### src/rtl/calc_engine_pkg.sv
// Shared keypad operator codes, FSM state encoding and small helpers for the
// BCD calculator engine and its converters.
package calc_engine_pkg;

  localparam logic [7:0] OP_A_ADD  = 8'h0A;
  localparam logic [7:0] OP_B_SUB  = 8'h0B;
  localparam logic [7:0] OP_F_MULT = 8'h0F;
  localparam logic [7:0] OP_D_IVID = 8'h0D;

  typedef enum logic [2:0] {
    IDLE = 3'd0,
    CONV = 3'd1,
    EXEC = 3'd2,
    MUL  = 3'd3,
    DIV  = 3'd4,
    ERR  = 3'd5,
    DONE = 3'd6
  } state_e;

  function automatic logic op_valid(input logic [7:0] code);
    return (code == OP_A_ADD) || (code == OP_B_SUB) ||
           (code == OP_F_MULT) || (code == OP_D_IVID);
  endfunction

  function automatic logic bcd_bad(input logic [3:0] digit);
    return digit > 4'd9;
  endfunction

endpackage

### src/rtl/calc_engine_bcd2bin_seq.sv
// Iterative BCD-to-binary converter: one decimal digit per step, most
// significant digit first, with a sticky flag for non-decimal nibbles.
module bcd2bin_seq
  import calc_engine_pkg::*;
#(
  parameter  int DIGITS = 2,
  localparam int OPW    = $clog2(10 ** DIGITS)
) (
  input  logic                clk,
  input  logic                rst,
  input  logic                load_i,
  input  logic                step_i,
  input  logic [4*DIGITS-1:0] bcd_i,
  output logic [OPW-1:0]      bin_o,
  output logic [OPW-1:0]      bin_nxt_o,
  output logic                bad_nxt_o
);

  logic [4*DIGITS-1:0] sh_q;
  logic [OPW-1:0]      acc_q;
  logic                bad_q;
  logic [3:0]          digit;

  // The look-ahead outputs let the parent decide its next state during the
  // final conversion step instead of spending an extra cycle.
  always_comb begin
    digit     = sh_q[4*DIGITS-1 -: 4];
    bin_nxt_o = acc_q * OPW'(10) + OPW'(digit);
    bad_nxt_o = bad_q | bcd_bad(digit);
  end

  always_ff @(posedge clk) begin
    if (!rst) begin
      sh_q  <= '0;
      acc_q <= '0;
      bad_q <= 1'b0;
    end else if (load_i) begin
      sh_q  <= bcd_i;
      acc_q <= '0;
      bad_q <= 1'b0;
    end else if (step_i) begin
      sh_q  <= sh_q << 4;
      acc_q <= bin_nxt_o;
      bad_q <= bad_nxt_o;
    end
  end

  assign bin_o = acc_q;

endmodule

### src/rtl/calc_engine.sv
// Multi-cycle BCD calculator: converts both operands, then adds/subtracts in
// one cycle or multiplies/divides bit-serially, with a start/busy/done handshake.
module calc_engine
  import calc_engine_pkg::*;
#(
  parameter  int DIGITS = 2,
  localparam int OPW    = $clog2(10 ** DIGITS),
  localparam int RES_W  = 2 * OPW
) (
  input  logic                clk,
  input  logic                rst,
  input  logic                start,
  input  logic [4*DIGITS-1:0] a_bcd,
  input  logic [4*DIGITS-1:0] b_bcd,
  input  logic [7:0]          op,
  output logic                busy,
  output logic                done,
  output logic [RES_W-1:0]    result,
  output logic [OPW-1:0]      rem,
  output logic                neg,
  output logic                err
);

  localparam int CNT_W = $clog2(OPW + 1);

  state_e              state_q, state_d;
  logic [7:0]          op_q, op_d;
  logic [CNT_W-1:0]    cnt_q, cnt_d;
  logic [RES_W-1:0]    acc_q, acc_d, mcand_q, mcand_d;
  logic [OPW-1:0]      mpl_q, mpl_d;
  logic [RES_W-1:0]    result_q, result_d;
  logic [OPW-1:0]      rem_q, rem_d;
  logic                neg_q, neg_d, err_q, err_d;

  logic [4*DIGITS-1:0] bcd_in  [2];
  logic [OPW-1:0]      bin     [2];
  logic [OPW-1:0]      bin_nxt [2];
  logic                bad_nxt [2];
  logic                accept, conv_last, work_last, conv_err;
  logic [OPW:0]        trial;
  logic                trial_ge;
  logic [OPW-1:0]      part;

  assign bcd_in[0] = a_bcd;
  assign bcd_in[1] = b_bcd;

  genvar gi;
  for (gi = 0; gi < 2; gi++) begin : g_conv
    bcd2bin_seq #(.DIGITS(DIGITS)) u_conv (
      .clk       (clk),
      .rst       (rst),
      .load_i    (accept),
      .step_i    (state_q == CONV),
      .bcd_i     (bcd_in[gi]),
      .bin_o     (bin[gi]),
      .bin_nxt_o (bin_nxt[gi]),
      .bad_nxt_o (bad_nxt[gi])
    );
  end

  assign accept    = (state_q == IDLE) && start;
  assign conv_last = (state_q == CONV) && (cnt_q == CNT_W'(DIGITS - 1));
  assign work_last = (cnt_q == CNT_W'(OPW - 1));
  assign conv_err  = bad_nxt[0] || bad_nxt[1] || !op_valid(op_q) ||
                     ((op_q == OP_D_IVID) && (bin_nxt[1] == '0));

  always_ff @(posedge clk) begin
    if (!rst) state_q <= IDLE;
    else      state_q <= state_d;
  end

  // ERR is the terminal state for rejected requests: it pulses done itself,
  // so an error completes one cycle earlier than a successful add/sub.
  always_comb begin
    state_d = state_q;
    case (state_q)
      IDLE: if (start) state_d = CONV;
      CONV: begin
        if (conv_last) begin
          if (conv_err)                  state_d = ERR;
          else if (op_q == OP_F_MULT)    state_d = MUL;
          else if (op_q == OP_D_IVID)    state_d = DIV;
          else                           state_d = EXEC;
        end
      end
      EXEC:     state_d = DONE;
      MUL, DIV: if (work_last) state_d = DONE;
      ERR:      state_d = IDLE;
      DONE:     state_d = IDLE;
      default:  state_d = IDLE;
    endcase
  end

  always_comb begin
    busy = (state_q == CONV) || (state_q == EXEC) ||
           (state_q == MUL)  || (state_q == DIV);
    done = (state_q == DONE) || (state_q == ERR);
  end

  always_comb begin
    op_d     = op_q;
    cnt_d    = cnt_q;
    acc_d    = acc_q;
    mcand_d  = mcand_q;
    mpl_d    = mpl_q;
    result_d = result_q;
    rem_d    = rem_q;
    neg_d    = neg_q;
    err_d    = err_q;
    trial    = {acc_q[OPW-1:0], mpl_q[OPW-1]};
    trial_ge = trial >= {1'b0, bin[1]};
    part     = trial_ge ? OPW'(trial - {1'b0, bin[1]}) : trial[OPW-1:0];
    case (state_q)
      IDLE: begin
        if (start) begin
          op_d     = op;
          cnt_d    = '0;
          result_d = '0;
          rem_d    = '0;
          neg_d    = 1'b0;
          err_d    = 1'b0;
        end
      end
      CONV: begin
        cnt_d = cnt_q + 1'b1;
        if (conv_last) begin
          cnt_d   = '0;
          acc_d   = '0;
          mcand_d = RES_W'(bin_nxt[0]);
          // Divide shifts the dividend out of mpl while the quotient shifts in.
          mpl_d   = (op_q == OP_D_IVID) ? bin_nxt[0] : bin_nxt[1];
          err_d   = conv_err;
        end
      end
      EXEC: begin
        if (op_q == OP_A_ADD) begin
          result_d = RES_W'(bin[0]) + RES_W'(bin[1]);
        end else if (bin[0] >= bin[1]) begin
          result_d = RES_W'(bin[0] - bin[1]);
        end else begin
          result_d = RES_W'(bin[1] - bin[0]);
          neg_d    = 1'b1;
        end
      end
      MUL: begin
        cnt_d   = cnt_q + 1'b1;
        if (mpl_q[0]) acc_d = acc_q + mcand_q;
        mcand_d = mcand_q << 1;
        mpl_d   = mpl_q >> 1;
        if (work_last) result_d = acc_d;
      end
      DIV: begin
        cnt_d = cnt_q + 1'b1;
        acc_d = RES_W'(part);
        mpl_d = {mpl_q[OPW-2:0], trial_ge};
        if (work_last) begin
          result_d = RES_W'(mpl_d);
          rem_d    = part;
        end
      end
      default: ;
    endcase
  end

  always_ff @(posedge clk) begin
    if (!rst) begin
      op_q     <= '0;
      cnt_q    <= '0;
      acc_q    <= '0;
      mcand_q  <= '0;
      mpl_q    <= '0;
      result_q <= '0;
      rem_q    <= '0;
      neg_q    <= 1'b0;
      err_q    <= 1'b0;
    end else begin
      op_q     <= op_d;
      cnt_q    <= cnt_d;
      acc_q    <= acc_d;
      mcand_q  <= mcand_d;
      mpl_q    <= mpl_d;
      result_q <= result_d;
      rem_q    <= rem_d;
      neg_q    <= neg_d;
      err_q    <= err_d;
    end
  end

  assign result = result_q;
  assign rem    = rem_q;
  assign neg    = neg_q;
  assign err    = err_q;

endmodule

### config.mk
export PLATFORM = sky130hd
export DESIGN_NAME = calc_engine
export DESIGN_NICKNAME = d
export VERILOG_FILES = /design/src/rtl/calc_engine_pkg.sv /design/src/rtl/calc_engine_bcd2bin_seq.sv /design/src/rtl/calc_engine.sv
export SDC_FILE = /design/constraint.sdc
export NUM_CORES = 1
export LEC_CHECK = 0
export BUFFER_PORTS_ARGS = -buffer_cell sky130_fd_sc_hd__buf_2
export CORE_MARGIN = 2
export CORE_UTILIZATION = 58
export CTS_BUF_LIST = sky130_fd_sc_hd__clkbuf_8
export CTS_CLUSTER_DIAMETER = 120
export DETAILED_ROUTE_END_ITERATION = 10
export PLACE_DENSITY = 0.82
export SLEW_MARGIN = 20
export SYNTH_ARGS = -nofsm -noshare
export SYNTH_HDL_FRONTEND = slang
export SYNTH_SLANG_ARGS = --single-unit
### constraint.sdc
create_clock -name clk -period 6.7 [get_ports clk]
set_clock_uncertainty 0.2 [all_clocks]
set_input_delay 1.34 -clock clk [delete_from_list [all_inputs] [get_ports clk]]
set_output_delay 1.34 -clock clk [all_outputs]
set_load 0.005 [all_outputs]
==> After elaboration in Yosys (flattened, before gate mapping) <==
Cells that the tools add are included.
{ "totals": {"latchBits": 0, "regBits": 104, "romBits": 0, "out_inout_bits": 25, "wordCells": 125, "input_bits": 27, "ramBits": 0, "n_memories": 0} }
{ "op_classes": {"n_reduce_logical": 35, "eq_ne": 19, "n_mux": 38, "n_bitwise": 3, "multipliers": 2, "magnitude_cmp": 4, "div_mod_pow": 0, "add_sub_neg": 8, "shift": 0} }
{ "op_table": {"columns": ["op", "n"], "rows": [
  ["$mux 14", 8],
  ["$pmux 14 s4", 1],
  ["$pmux 14 s3", 1],
  ["$mux 7", 5],
  ["$eq 8x4->1 const B", 4],
  ["$mux 8", 4],
  ["$pmux 14 s2", 1],
  ["$mux 3", 8],
  ["$pmux 7 s3", 1],
  ["$sub 7x7->8", 2],
  ["$add 14x14->14", 1],
  ["$add 7x4->7", 2],
  ["$mul 7x3->6 const B", 2],
  ["$pmux 7 s2", 1],
  ["$eq 3x3->1 const B", 4],
  ["$ne 2x2->1 const B", 6],
  ["$pmux 3 s4", 1],
  ["$logic_or 1x1->1", 10],
  ["$reduce_bool 2->1", 5],
  ["$pmux 3 s3", 1],
  ["$reduce_and 3->1", 3],
  ["$add 7x7->8", 1],
  ["$ge 8x7->1", 1],
  ["$gt 4x4->1 const B", 2],
  ["19 further kinds", 34]
]} }

==> Depth between registers and ports, before layout <==
Gate-level depths: netlist of run 1.
{ "depth": {"ltp_word": 10, "depth_mapped": 10, "depth_no_buf": 10} }

==> Modules after synthesis <==
A second synthesis of run 1 with hierarchy kept.
{ "unflattened": {"cells_unflattened": 898, "hier_area_um2": 7193.1} }
{ "modules_own_cells": {"columns": ["mod", "instances", "cells_each", "area_per_inst_um2", "seq_area_each_um2"], "rows": [
  ["calc_engine", 1, 692, 5333.9, 1441.4],
  ["bcd2bin_seq", 2, 103, 929.6, 320.3]
]} }

==> Least setup slack after synthesis of run 1 <==
No wires, ideal clock.
{ "synth_path": {"path_type": "flip-flop to flip-flop", "startpoint": "reg g_conv[1].u_conv.acc_q[1]", "endpoint": "reg result_q[2], in the netlist result[2]", "required_ns": 6.373, "path_stages_with_launch": 9, "arrival_time_ns": 2.587, "setup_slack_ns": 3.786, "synth_period_minus_slack_ns": 2.914, "setup_ns": 0.127, "n_path_buf": 0, "path_cell_list": "dfxtp_1 inv_1 fa_1 nand3_1 a211oi_2 a211oi_4 mux2_4 o211ai_1 or3b_1"} }
{ "synth_via": {"elab_chain_cells": 4, "word_cells_on_any_way": 7, "cone_classes": "add/sub (3); order compare (1); mux (3)"} }
{ "synth_rtl": {"columns": ["element", "line_no", "source"], "rows": [
  ["start: declaration", "calc_engine_bcd2bin_seq.sv:20", "logic [OPW-1:0] acc_q;"],
  ["start signal: assignment", "calc_engine_bcd2bin_seq.sv:43", "acc_q <= bin_nxt_o;"],
  ["$sub 7x7->8, or another cell as far along", "calc_engine.sv:141", "result_d = RES_W'(bin[1] - bin[0]);"],
  ["$mux 14", "calc_engine.sv:138", "end else if (bin[0] >= bin[1]) begin"],
  ["$mux 14 *", "calc_engine.sv:136", "if (op_q == OP_A_ADD) begin"],
  ["$pmux 14 s4 *", "calc_engine.sv:113", "case (state_q)"],
  ["end signal: assignment", "calc_engine.sv:182", "result_q <= result_d;"],
  ["end: declaration", "calc_engine.sv:31", "logic [RES_W-1:0] result_q, result_d;"]
]} }
Mark *: on every way between the ends. The rest lies on a longest branch, timed or not.
A chain may end at the register's enable or synchronous reset.

==> Final worst setup path of run 1 <==
{ "layout_path": {"startpoint": "reg state_q[0]", "endpoint": "reg acc_q[1]"} }
{ "layout_via": {"elab_chain_cells": 4, "word_cells_on_any_way": 8, "cone_classes": "eq/ne (4); mux (1); reduce/logical (3)"} }
{ "layout_rtl": {"columns": ["element", "line_no", "source"], "rows": [
  ["start: declaration", "calc_engine.sv:26", "state_e state_q, state_d;"],
  ["start signal: assignment", "calc_engine.sv:69", "else state_q <= state_d;"],
  ["$eq 3x1->1", "calc_engine.sv:62, calc_engine.sv:113", null],
  ["$logic_and 1x1->1", "calc_engine.sv:62", "assign conv_last = (state_q == CONV) && (cnt_q == CNT_W'(DIGITS - 1));"],
  ["$ne 2x2->1 (no line)", null, null],
  ["$reduce_and 2->1 (no line)", null, null],
  ["end signal: assignment", "calc_engine.sv:169", "acc_q <= '0;"],
  ["end signal: assignment", "calc_engine.sv:179", "acc_q <= acc_d;"],
  ["end: declaration", "calc_engine.sv:29", "logic [RES_W-1:0] acc_q, acc_d, mcand_q, mcand_d;"]
]} }
Several ways; a longest one is shown, not always the timed one.

==> impl_metrics.env, run 1 <==
export IMPL_num_vias=6815
export IMPL_hold_buffers=0
export IMPL_design_portCount=52
export IMPL_wl_mm=19.32
export IMPL_synth_edff_count=0
export IMPL_clockBufferDepth=2
export IMPL_synthTopCellsByCount="nand2_1, dfxtp_1, a21oi_1"
export IMPL_clock_latency_ns=0.41
export IMPL_ant_nets=0
export IMPL_start_kind="flip-flop"
export IMPL_yosysSeqAreaShare_pct=28.99
export IMPL_grtUsageTotal_pct=30.29
export IMPL_async_flop_share_pct=0
export IMPL_crit_fanout=26
export IMPL_vdd_drop_max_v=0.0002371
export IMPL_hold_class="reg -> reg"
export IMPL_avgViaCountPerCell=6.218
export IMPL_syn_avg_cell_area_sq_um=7.943
export IMPL_fmax_mhz=294.0
export IMPL_endpoint_kind="flip-flop"
export IMPL_dr_pass1_iters=5
export IMPL_fin_setup_tns_ns=0
export IMPL_n_antenna_cell=0
export IMPL_drt_iter0_markers=580
export IMPL_grt_pass1_vias=6266
export IMPL_yosys_top_cells_area="dfxtp_1, ha_1, nand2_1"
export IMPL_synth_cells=904
export IMPL_gr_total_overflow=0
export IMPL_power_mw=2.432
export IMPL_synth_cell_types=76
export IMPL_core_area_sq_um=12060
export IMPL_yosysTopAreaCellShare_pct=28.99
export IMPL_cts_sinks=104
export IMPL_grt_max_degree=68
export IMPL_area_growth_pct=7.144
export IMPL_fp_dieW_um=115.3
export IMPL_start_util_pct=59.53
export IMPL_postCtsSetupBuffers=0
export IMPL_arrival_ns=3.51
export IMPL_pwr_share_clk_pct=16.4
export IMPL_switchingPower_mw=1.143
export IMPL_synth_area_sq_um=7181
export IMPL_drv_cap=0
export IMPL_synth_most_common_cell="nand2_1"
export IMPL_path_class="reg -> reg"
export IMPL_rows=40
export IMPL_synth_fp_nets=999
export IMPL_p_sw_share_pct=47.01
export IMPL_period_needed_ns=3.401
export IMPL_drc=0
export IMPL_drive_above_1_share_pct=10.45
export IMPL_hold_viol_final=0
export IMPL_p_comb_share_pct=48.8
export IMPL_root_buffer="clkbuf_8"
export IMPL_gp_congestion=0.9679
export IMPL_finish_utilization_pct=63.79
export IMPL_cts_clk_slew_worst_paths_ns=0.11
export IMPL_synth_flop_cell="dfxtp_1"
export IMPL_pwr_density_cell_nw_per_um2=316.1
export IMPL_grt_pass1_wl_mm=31.53
export IMPL_cts_buffers=9
export IMPL_avgRoutedWirePerCell_um=17.63
export IMPL_die_area_sq_um=13290
export IMPL_grt_setup_unrepaired="false"
export IMPL_post_route_period_util_pct=50.77
export IMPL_cts_resized=0
export IMPL_yosysTopAreaCell="dfxtp_1"
export IMPL_cts_max_level=3
export IMPL_cts_tree="yes"
export IMPL_critPathRequiredTime_ns=6.81
export IMPL_status="finished clean"
export IMPL_leakage_nw=3.066
export IMPL_dpl_hpwl_mm=14.37
export IMPL_sequentialPowerShare_pct=34.9
export IMPL_setup_viol=0
export IMPL_ys_warn_count=0
export IMPL_portBuffers=51
export IMPL_worstMarginPinSlew_ns=1.102
export IMPL_intPower_mw=1.289
export IMPL_relSlewSlack_pct=24.62
export IMPL_nets=1018
export IMPL_slew_violations=0
export IMPL_die_h_um=115.3
export IMPL_yosys_register_bits=104
export IMPL_antenna_found_initial=0
==> area by class of cell <==
type	count	area, sq um
Clock inverter	7	77.57
Timing Repair Buffer	56	292.8
Fill cell	1078	4368
Clock buffer	9	123.9
Inverter	41	153.9
Sequential cell	104	2082
Multi-Input combinational cell	711	4753
Tap cell	168	210.2
==> state kept, by name, summed over array words and instances, names as in the netlist <==
register,count
state_q,3
cnt_q,3
neg,1
err,1
op_q,8
g_conv.u_conv.bad_q,2
g_conv.u_conv.sh_q,16
mpl_q,7
acc_q,14
g_conv.u_conv.bin_o,14
result,14
rem,7
mcand_q,14
==> placed cells by master (no fill, tap or decap), types with 14 or more instances in the layout <==
cell type and count:
dfxtp_1 104, a22oi_1 21, nor3_1 14, a21oi_1 80, nor2_1 76, o21ai_0 46, ha_1 59, nand3_1 24
inv_1 39, nand2_1 126, buf_2 51, xnor2_1 15, o211ai_1 15, a211oi_1 18
==> final timing paths <==
path / startpoint / endpoint / slack, ns / cells after the start
setup / recovery: state_q[0] / acc_q[1] / 3.30 / 7
hold / removal: result[0] / result[0] / 0.26 / 2
setup reg to reg: state_q[0] / acc_q[1] / 3.30 / 7
hold reg to reg: result[0] / result[0] / 0.26 / 2
==> power groups by stage <==
| stage | clock [mW] | sequential, mW | combinational [mW] |
|---|---|---|---|
| after floorplan | 0 | 0.791 | 0.925 |
| after global placement | 0 | 0.856 | 1.14 |
| after global routing | 0.432 | 0.864 | 1.31 |
| after detailed placement | 0 | 0.858 | 1.16 |
| final | 0.398 | 0.848 | 1.19 |
| after CTS | 0.405 | 0.844 | 1.16 |
==> per-layer routing <==
layer	vias to the layer above	global-route usage [%]	routed length (um)
met1	3146	40.36	8414
met2	292	48.12	8823
met4	0	11.00	533
met5	-	0	0
li1	3327	-	-
met3	50	7.064	1552
==> worst max-delay path, cell delays in order, from the launching register on <==
cell and delay (ns):
dfxtp_1 0.64, nor3b_2 0.24, buf_4 0.30, nand3b_1 0.59, nand3_1 0.62, o21ai_1 0.29, a21o_1 0.25, o21a_1 0.15
==> logic make-up after synthesis <==
family,count (synthesis),synth area share (%)
adders and majority gates,68,12.79
and+or+nand+nor,321,21.71
buffers and inverters,89,4.914
AOI/OAI and AO/OA,284,26.50
xor gates and xnor gates,22,2.683
muxes,16,2.405
DFF,104,28.99
==> per-stage QoR <==
stage | hold slack (ns) | instance area, sq um | cells | setup slack (ns)
2_1_floorplan | 0.2483 | 7181 | 904 | 3.786
3_3_place_gp | 0.2402 | 7485 | 1080 | 3.270
3_5_place_dp | 0.2478 | 7485 | 1080 | 3.255
4_1_cts | 0.2625 | 7686 | 1096 | 3.348
5_1_grt | 0.3040 | 7694 | 1096 | 3.076
6_report | 0.2614 | 7694 | 1096 | 3.299
No activity file was read; power rests on OpenSTA's default activity.
==> run 2, diff against run 1 <==
ABC_AREA = 1   (was default)
CORE_UTILIZATION = 57   (was 58)
PLACE_DENSITY = 0.84   (was 0.82)
clock period = 3 ns   (was 6.7 ns; I/O delays follow)
==> impl_metrics.env, run 2 <==
export IMPL_status="finished clean"
export IMPL_largest_register_ffs=16
export IMPL_hold_viol_final=0
export IMPL_leakage_nw=3.844
export IMPL_clock_latency_ns=0.40
export IMPL_avgViaCountPerCell=5.531
export IMPL_arrival_ns=2.91
export IMPL_yosys_top_cells_area="dfxtp_1, nand2_1, ha_1"
export IMPL_root_buffer="clkbuf_8"
export IMPL_hold_class="in -> reg"
export IMPL_cts_tree="yes"
export IMPL_gp_congestion=1.040
export IMPL_clockBufferDepth=2
export IMPL_post_place_ws_ns=0.1959
export IMPL_yosys_register_bits=104
export IMPL_relSlewSlack_pct=35.87
export IMPL_yosysSeqAreaShare_pct=27.77
export IMPL_seq_area_sq_um=2085
export IMPL_path_class="reg -> reg"
export IMPL_worstMarginPinSlew_ns=0.9606
export IMPL_finish_utilization_pct=63.06
export IMPL_design_area_sq_um=8023
export IMPL_area_growth_pct=7.027
export IMPL_drt_iter0_markers=632
export IMPL_synth_flop_cell="dfxtp_1"
export IMPL_place_area_sq_um=7826
export IMPL_top_register="g_conv.u_conv.sh_q"
export IMPL_grt_pass1_vias=6859
export IMPL_vdd_drop_max_v=0.0005494
export IMPL_drv_cap=0
export IMPL_ant_nets=0
export IMPL_fill_cells=1210
export IMPL_synth_area_sq_um=7496
export IMPL_grt_max_degree=54
export IMPL_n_antenna_cell=0
export IMPL_fin_setup_tns_ns=0
export IMPL_rows=41
export IMPL_drc=0
export IMPL_fmax_mhz=360.4
export IMPL_yosysTopAreaCell="dfxtp_1"
export IMPL_final_common_cell="nand2_1"
export IMPL_setup_slack_ns=0.2252
export IMPL_synth_most_common_cell="nand2_1"
export IMPL_setup_viol=0
export IMPL_ys_warn_count=0
export IMPL_gr_total_overflow=0
export IMPL_synthTopCellsByCount="nand2_1, inv_1, a21oi_1"
export IMPL_wl_mm=20.01
export IMPL_layout_common_cells="nand2_1, inv_1, a21oi_1"
export IMPL_crit_fanout=4
export IMPL_synth_fp_nets=1235
export IMPL_synth_cell_types=47
export IMPL_core_area_sq_um=12720
export IMPL_critPathRequiredTime_ns=3.14
export IMPL_synth_cells=1140
export IMPL_dpl_hpwl_mm=15.31
export IMPL_cts_clk_slew_worst_paths_ns=0.10
export IMPL_multi_input_area_sq_um=4623
export IMPL_grt_pass1_wl_mm=32.73
export IMPL_antenna_found_initial=0
export IMPL_start_util_pct=58.92
export IMPL_period_needed_ns=2.775
export IMPL_synth_edff_count=0
export IMPL_fp_dieW_um=118.7
export IMPL_design_portCount=52
export IMPL_dr_pass1_iters=5
export IMPL_slew_violations=0
export IMPL_die_h_um=118.7
export IMPL_cts_max_level=3
export IMPL_power_mw=6.741
export IMPL_portBuffers=51
export IMPL_drive_above_1_share_pct=9.762
export IMPL_cts_sinks=104
export IMPL_grtUsageTotal_pct=28.54
export IMPL_endpoint_kind="flip-flop"
export IMPL_async_flop_share_pct=0
export IMPL_hold_buffers=0
export IMPL_avgRoutedWirePerCell_um=14.82
export IMPL_nets=1268
export IMPL_pwr_density_cell_nw_per_um2=840.2
export IMPL_syn_avg_cell_area_sq_um=6.575
export IMPL_cts_buffers=9
export IMPL_grt_setup_unrepaired="false"
export IMPL_die_area_sq_um=14080
export IMPL_yosysTopAreaCellShare_pct=27.77
export IMPL_post_route_period_util_pct=92.49
export IMPL_postCtsSetupBuffers=0
export IMPL_num_vias=7467
export IMPL_start_kind="flip-flop"
run 2: per-layer routing:
layer  share of wire [%]  track usage (%)
met1                  43            37.41
met2                  46            46.73
met3                 8.1            5.792
met4                 2.5            9.673
met5                   0                0
run 2: per-stage QoR:
| stage | instances | hold WS (ns) |
|---|---|---|
| 2_1_floorplan | 1140 | 0.2518 |
| 3_3_place_gp | 1334 | 0.2525 |
| 3_5_place_dp | 1334 | 0.2561 |
| 4_1_cts | 1350 | 0.2079 |
| 5_1_grt | 1350 | 0.2100 |
| 6_report | 1350 | 0.2152 |
run 2: area by class of cell:
type | instances | area share (%)
multi-input cells | 846 | 57.63
flip-flops and latches | 104 | 25.98
inverters | 148 | 6.956
repair buffers | 64 | 4.398
well taps | 172 | 2.682
clock buffers | 10 | 1.716
clock inverters | 6 | 0.6394
run 2: final timing paths:
path	to	slack (ns)	cells after the start	start
max	mpl_q[6]	0.23	11	g_conv[0].u_conv.bin_o[3]
max reg2reg	mpl_q[6]	0.23	11	g_conv[0].u_conv.bin_o[3]
min	op_q[3]	0.22	3	op[3]
min reg2reg	result[9]	0.27	2	result[9]
run 2: worst max-delay path, cell delays in order (launching register included):
cell and delay [ns]:
dfxtp_1 0.35, buf_4 0.16, ha_1 0.27, ha_1 0.14, inv_1 0.05, fa_1 0.39, xnor2_1 0.15, or2_2 0.27
nand2_1 0.07, xor2_1 0.32, o21ai_0 0.20, a21oi_1 0.15
run 2: logic make-up (layout without fill, tap and decap cells):
group	count (synthesis)	count (layout)	synth area share, %
AO/OA/AOI/OAI	225	225	16.47
flip-flops	104	104	27.78
XOR/XNOR	25	25	2.921
adder cells (fa/ha/maj)	68	68	12.25
buffers and inverters	190	228	10.62
AND/OR/NAND/NOR	527	527	29.83
multiplexers	1	1	0.1335
run 2: what timing repair did:
item,in CTS,in global routing
gates resized for setup,0,3
hold endpoints to repair,0,0
endpoints found under the setup margin,0,9
run 2: power breakdown:
part           internal [mW]  switching (mW)
clock                  0.338           0.535
sequential              1.67           0.340
combinational           1.27            2.58
